`config.mk`:
```
export PLATFORM = sky130hd
export DESIGN_NAME = result_display
export DESIGN_NICKNAME = d
export VERILOG_FILES = /design/src/rtl/result_display_pkg.sv /design/src/rtl/bin2bcd_seq.sv /design/src/rtl/result_display.sv
export SDC_FILE = /design/constraint.sdc
export NUM_CORES = 1
export LEC_CHECK = 0
export ABC_AREA = 1
export CAP_MARGIN = 40
export CORE_MARGIN = 1
export CORE_UTILIZATION = 36
export CTS_CLUSTER_DIAMETER = 60
export CTS_CLUSTER_SIZE = 20
export DETAILED_ROUTE_END_ITERATION = 16
export GPL_TIMING_DRIVEN = 0
export PLACE_DENSITY_LB_ADDON = 0.05
export RECOVER_POWER = 25
export SLEW_MARGIN = 20
export SYNTH_ARGS = -nofsm -noshare
export SYNTH_HDL_FRONTEND = slang
export SYNTH_SLANG_ARGS = --single-unit
```
`constraint.sdc`:
```
create_clock -name clk_i -period 4.7 [get_ports clk_i]
set_input_delay 0.47 -clock clk_i [delete_from_list [all_inputs] [get_ports clk_i]]
set_output_delay 0.47 -clock clk_i [all_outputs]
set_load 0.02 [all_outputs]
```
`src/rtl/result_display_pkg.sv`:
```
// Shared types and constants for the result display: FSM states, segment codes, digit count.
// Segment codes are active-low, bit order {g,f,e,d,c,b,a}.
package result_display_pkg;

  localparam int NUM_DIGITS = 5;

  typedef enum logic [0:0] {
    ST_IDLE = 1'b0,
    ST_CONV = 1'b1
  } conv_state_t;

  localparam logic [6:0] SEG_0     = 7'b1000000;
  localparam logic [6:0] SEG_1     = 7'b1111001;
  localparam logic [6:0] SEG_2     = 7'b0100100;
  localparam logic [6:0] SEG_3     = 7'b0110000;
  localparam logic [6:0] SEG_4     = 7'b0011001;
  localparam logic [6:0] SEG_5     = 7'b0010010;
  localparam logic [6:0] SEG_6     = 7'b0000010;
  localparam logic [6:0] SEG_7     = 7'b1111000;
  localparam logic [6:0] SEG_8     = 7'b0000000;
  localparam logic [6:0] SEG_9     = 7'b0010000;
  localparam logic [6:0] SEG_DASH  = 7'b0111111;
  localparam logic [6:0] SEG_BLANK = 7'b1111111;

  // Non-decimal nibbles should never appear; show them as blank rather than garbage.
  function automatic logic [6:0] seg_of(input logic [3:0] nib);
    logic [6:0] code;
    case (nib)
      4'd0:    code = SEG_0;
      4'd1:    code = SEG_1;
      4'd2:    code = SEG_2;
      4'd3:    code = SEG_3;
      4'd4:    code = SEG_4;
      4'd5:    code = SEG_5;
      4'd6:    code = SEG_6;
      4'd7:    code = SEG_7;
      4'd8:    code = SEG_8;
      4'd9:    code = SEG_9;
      default: code = SEG_BLANK;
    endcase
    return code;
  endfunction

endpackage

```
`src/rtl/bin2bcd_seq.sv`:
```
// Sequential double-dabble: 16-bit binary to 5 BCD digits, one bit per cycle.
// Result lands in bcd 16 cycles after start; start is ignored while busy.
module bin2bcd_seq
  import result_display_pkg::*;
(
  input  logic        clk,
  input  logic        rst_n,
  input  logic        start,
  input  logic [15:0] value,
  output logic        busy,
  output logic [19:0] bcd
);

  conv_state_t state, state_nxt;
  logic [35:0] shift, shift_nxt, shift_step;
  logic [4:0]  iter, iter_nxt;
  logic [19:0] bcd_nxt;
  logic [19:0] adj;

  always_comb begin
    adj = '0;
    for (int i = 0; i < NUM_DIGITS; i++) begin
      adj[4*i +: 4] = (shift[16+4*i +: 4] >= 4'd5) ? shift[16+4*i +: 4] + 4'd3
                                                    : shift[16+4*i +: 4];
    end
    shift_step = {adj, shift[15:0]} << 1;
  end

  always_comb begin
    state_nxt = state;
    shift_nxt = shift;
    iter_nxt  = iter;
    bcd_nxt   = bcd;
    case (state)
      ST_IDLE: begin
        if (start) begin
          shift_nxt = {20'b0, value};
          iter_nxt  = 5'd0;
          state_nxt = ST_CONV;
        end
      end
      ST_CONV: begin
        shift_nxt = shift_step;
        iter_nxt  = iter + 5'd1;
        // 16th shift: publish the finished BCD field on the same edge.
        if (iter == 5'd15) begin
          bcd_nxt   = shift_step[35:16];
          state_nxt = ST_IDLE;
        end
      end
      default: state_nxt = ST_IDLE;
    endcase
  end

  always_ff @(posedge clk or negedge rst_n) begin
    if (!rst_n) begin
      state <= ST_IDLE;
      shift <= '0;
      iter  <= '0;
      bcd   <= '0;
    end else begin
      state <= state_nxt;
      shift <= shift_nxt;
      iter  <= iter_nxt;
      bcd   <= bcd_nxt;
    end
  end

  assign busy = (state == ST_CONV);

endmodule

```
`src/rtl/result_display.sv`:
```
// Captures the accelerator result on busy falling, converts to BCD and scans it
// over five multiplexed 7-segment digits with leading-zero blanking and a busy dash.
module result_display
  import result_display_pkg::*;
#(
  parameter int unsigned REFRESH_DIV = 1000
) (
  input  logic        clk_i,
  input  logic        rst_i,
  input  logic        busy_i,
  input  logic [15:0] value_i,
  output logic [7:0]  an_o,
  output logic [6:0]  seg_o,
  output logic        conv_busy_o
);

  localparam logic [15:0] CNT_MAX = 16'(REFRESH_DIV - 1);

  logic        busy_q;
  logic        capture;
  logic [19:0] disp_q;
  logic [15:0] cnt, cnt_nxt;
  logic [2:0]  idx, idx_nxt;
  logic [7:0]  an_nxt;
  logic [6:0]  seg_nxt;
  logic [19:0] upper;
  logic        blank;

  assign capture = busy_q & ~busy_i;

  bin2bcd_seq u_bcd (
    .clk   (clk_i),
    .rst_n (rst_i),
    .start (capture),
    .value (value_i),
    .busy  (conv_busy_o),
    .bcd   (disp_q)
  );

  // Outputs are computed from the next digit index so they change together with it.
  always_comb begin
    cnt_nxt = cnt + 16'd1;
    idx_nxt = idx;
    if (cnt == CNT_MAX) begin
      cnt_nxt = '0;
      idx_nxt = (idx == 3'(NUM_DIGITS - 1)) ? 3'd0 : idx + 3'd1;
    end

    an_nxt          = 8'hFF;
    an_nxt[idx_nxt] = 1'b0;

    upper = disp_q >> {idx_nxt, 2'b00};
    blank = (idx_nxt != 3'd0) && (upper == 20'd0);

    if (busy_i)     seg_nxt = SEG_DASH;
    else if (blank) seg_nxt = SEG_BLANK;
    else            seg_nxt = seg_of(upper[3:0]);
  end

  always_ff @(posedge clk_i or negedge rst_i) begin
    if (!rst_i) begin
      busy_q <= 1'b0;
      cnt    <= '0;
      idx    <= '0;
      an_o   <= 8'hFE;
      seg_o  <= SEG_0;
    end else begin
      busy_q <= busy_i;
      cnt    <= cnt_nxt;
      idx    <= idx_nxt;
      an_o   <= an_nxt;
      seg_o  <= seg_nxt;
    end
  end

endmodule
```
==> results_dict.tcl <==
set metrics [dict create \
    cp-start-kind "input pin" \
    area_growth_pct 16.8 \
    pre_cts_slack_ps 1700 \
    n_antenna_cell 0 \
    synth_commonest_cells "137 x nand2_1, 89 x dfrtp_1, 84 x inv_1" \
    p_leak_nw 2.85 \
    htree_levels 3 \
    port_buffers 34 \
    synth_flop_cell "dfrtp_1" \
    min_period_ps 3130 \
    layout.nets 680 \
    dp.cells 806 \
    antenna_found_initial 0 \
    r2r-end "seg_o[3]" \
    rsz0062_at_grt "false" \
    synth.distinct_cells 37 \
    cts_hold_buf 0 \
    fin_crit_sh 0.665 \
    ant_nets 0 \
    powerDensity_nw_per_um2 564 \
    grt_overflow 0 \
    grt_pass1_wl_mm 19.0 \
    grt_max_degree 52 \
    arrival_ps 3380 \
    crit_cells 2 \
    drive_gt1_frac 0.104 \
    async_flop_share 1.00 \
    ys_ff_latch 97 \
    startpoint "rst_i" \
    clock_latency_ps 350 \
    post_cts_buffers 0 \
    yosys.area.top_type_share 0.441 \
    fmaxAchievable_ghz 0.320 \
    yosysMostFrequentCell "nand2_1" \
    r2r_slack_ps 1680 \
    die_h_um 120 \
    max_cap_violations 1 \
    setup_viol 0 \
    fin_util 0.439 \
    post-route-drc-count 0 \
    outcome "finished with violations" \
    syn-num-nets 634 \
    crit_required_ps 4960 \
    reg2reg_depth 18 \
    via_per_inst 4.75 \
    cts.repair.resized 0 \
    dp.final_hpwl_mm 8.10 \
    top_usage_layer "met2" \
    io_pins 35 \
    met2_usage 0.250 \
    critPathKind "input pin to async pin" \
    dr.pass1.iters 4 \
    reg2reg_from "cnt[0]" \
    use_met1 0.239 \
    fin_setup_tns_ps 0 \
    worstPathMaxFanout 51 \
    cp_cell_sequence "clkbuf_1, clkbuf_2" \
    violations "max-capacitance violations, max-slew violations" \
    grt.met3_usage 0.0434 \
    ys_seq_area_frac 0.483 \
    gr-usage-all-layers 0.167 \
    core_area_um2 13500 \
    ys_warn_count 0 \
    hold_violations 0 \
    worstHoldEndpoint "cnt[0]" \
    worst_slew_margin_rel -0.621 \
    drt-total-wl_mm 10.9 \
    synth_edf_count 0 \
    grt_pass1_vias 3909 \
    rows 42 \
    hp-start "cnt[0]" \
    dr.first_iter.drc_count 142 \
    yosysTopAreaCell "dfrtp_1" \
    vdd_drop_max_v 0.000325 \
    die_area_um2 14500 \
    drv_slew 48 \
    finalClockSkew_ps 5.92 \
    crit_slowest_cell "clkbuf_1" \
    final_cells 822 \
    numCtsBuffers 9 \
    die_w_um 120 \
    synth_cells 595 \
    avgSynthCellArea_um2 8.49 \
    crit_family "buffers and inverters" \
    tightest_slew_ps 2430 \
    place_congestion 0.804 \
    holdCritPathClass "flop to flop" \
    wire_per_inst_um 13.3 \
    vias 3902 \
    setup_ws_ps 1570 \
    synth_area_leaders "dfrtp_1 44%, nand2_1 10%, inv_1 6.2%" \
    max_stage_delay_ps 1690 \
    cts_max_path_buffers 2 \
    fillers 1342 \
    cp.buffers_inverters 2 \
    syn_area_um2 5050 \
    cts_sinks 97 \
    path_clk_slew_ps 60 \
    initial_utilization 0.375 \
    hold_path_depth 1 \
    root_buffer "clkbuf_16" \
    cts_tree "built" \
    crit_path_end_kind "async pin" \
]
==> flip-flops by register name, summed over array words and instances (netlist names) <==
signal,cells
an_o,8
busy_q,1
cnt,16
idx,3
seg_o,7
u_bcd.bcd,20
u_bcd.busy,1
u_bcd.iter,5
u_bcd.shift,36
==> cell type report <==
type / instances / area [µm²] / area share
Inverter: 92 / 349 / 0.0592
Sequential cell: 97 / 2440 / 0.413
Clock buffer: 14 / 254 / 0.0430
Buffer: 16 / 75.1 / 0.0127
Clock inverter: 2 / 37.5 / 0.00636
Timing Repair Buffer: 35 / 339 / 0.0575
Multi-Input combinational cell: 390 / 2190 / 0.371
Tap cell: 176 / 220 / 0.0373
==> worst max path at each step <==
| stage | end |
|---|---|
| floorplan | seg_o[3] |
| global placement | u_bcd.iter[1] |
| detailed placement | seg_o[3] |
| CTS | seg_o[3] |
| global route | u_bcd.shift[28] |
| finish | u_bcd.shift[26] |
==> cells by family after synthesis <==
family | Yosys count | share of synthesized area
simple gates | 269 | 0.258
buf+inv | 108 | 0.0840
flops | 97 | 0.483
xor+xnor | 10 | 0.0173
compound gates | 91 | 0.108
fa+ha+maj | 20 | 0.0496
==> per-layer routing <==
metal  vias to the layer above  wire (µm)
li1                       2038          -
met1                      1820       5730
met2                        37       4720
met3                         7        348
met4                         0        102
met5                         -          0
==> cell usage in the layout, fill, tap and decap left out, types with 9 or more instances in the layout <==
cell,count
nor2_1,34
ha_1,20
clkbuf_16,9
nand4_1,12
o221ai_1,12
o21ai_0,40
nand3_1,43
inv_1,84
clkdlybuf4s50_1,33
nand2_2,11
a21oi_1,12
o22ai_1,20
clkbuf_1,19
dfrtp_1,89
nand2_1,137
==> stage by stage <==
step | hold slack [ps] | cell area, µm² | power [mW]
CTS | 54.3 | 5930 | 3.37
detailed placement | 430 | 5640 | 2.61
floorplan | 174 | 5050 | 2.20
global route | 481 | 5900 | 3.63
finish | 461 | 5900 | 3.33
global placement | 457 | 5610 | 2.58
==> where the power goes <==
part	switching, mW	total, mW	internal, mW
Clock	0.306	0.734	0.428
Sequential	0.161	1.27	1.11
Combinational	0.827	1.32	0.493
Note: power is estimated with default switching activity, not from simulation.
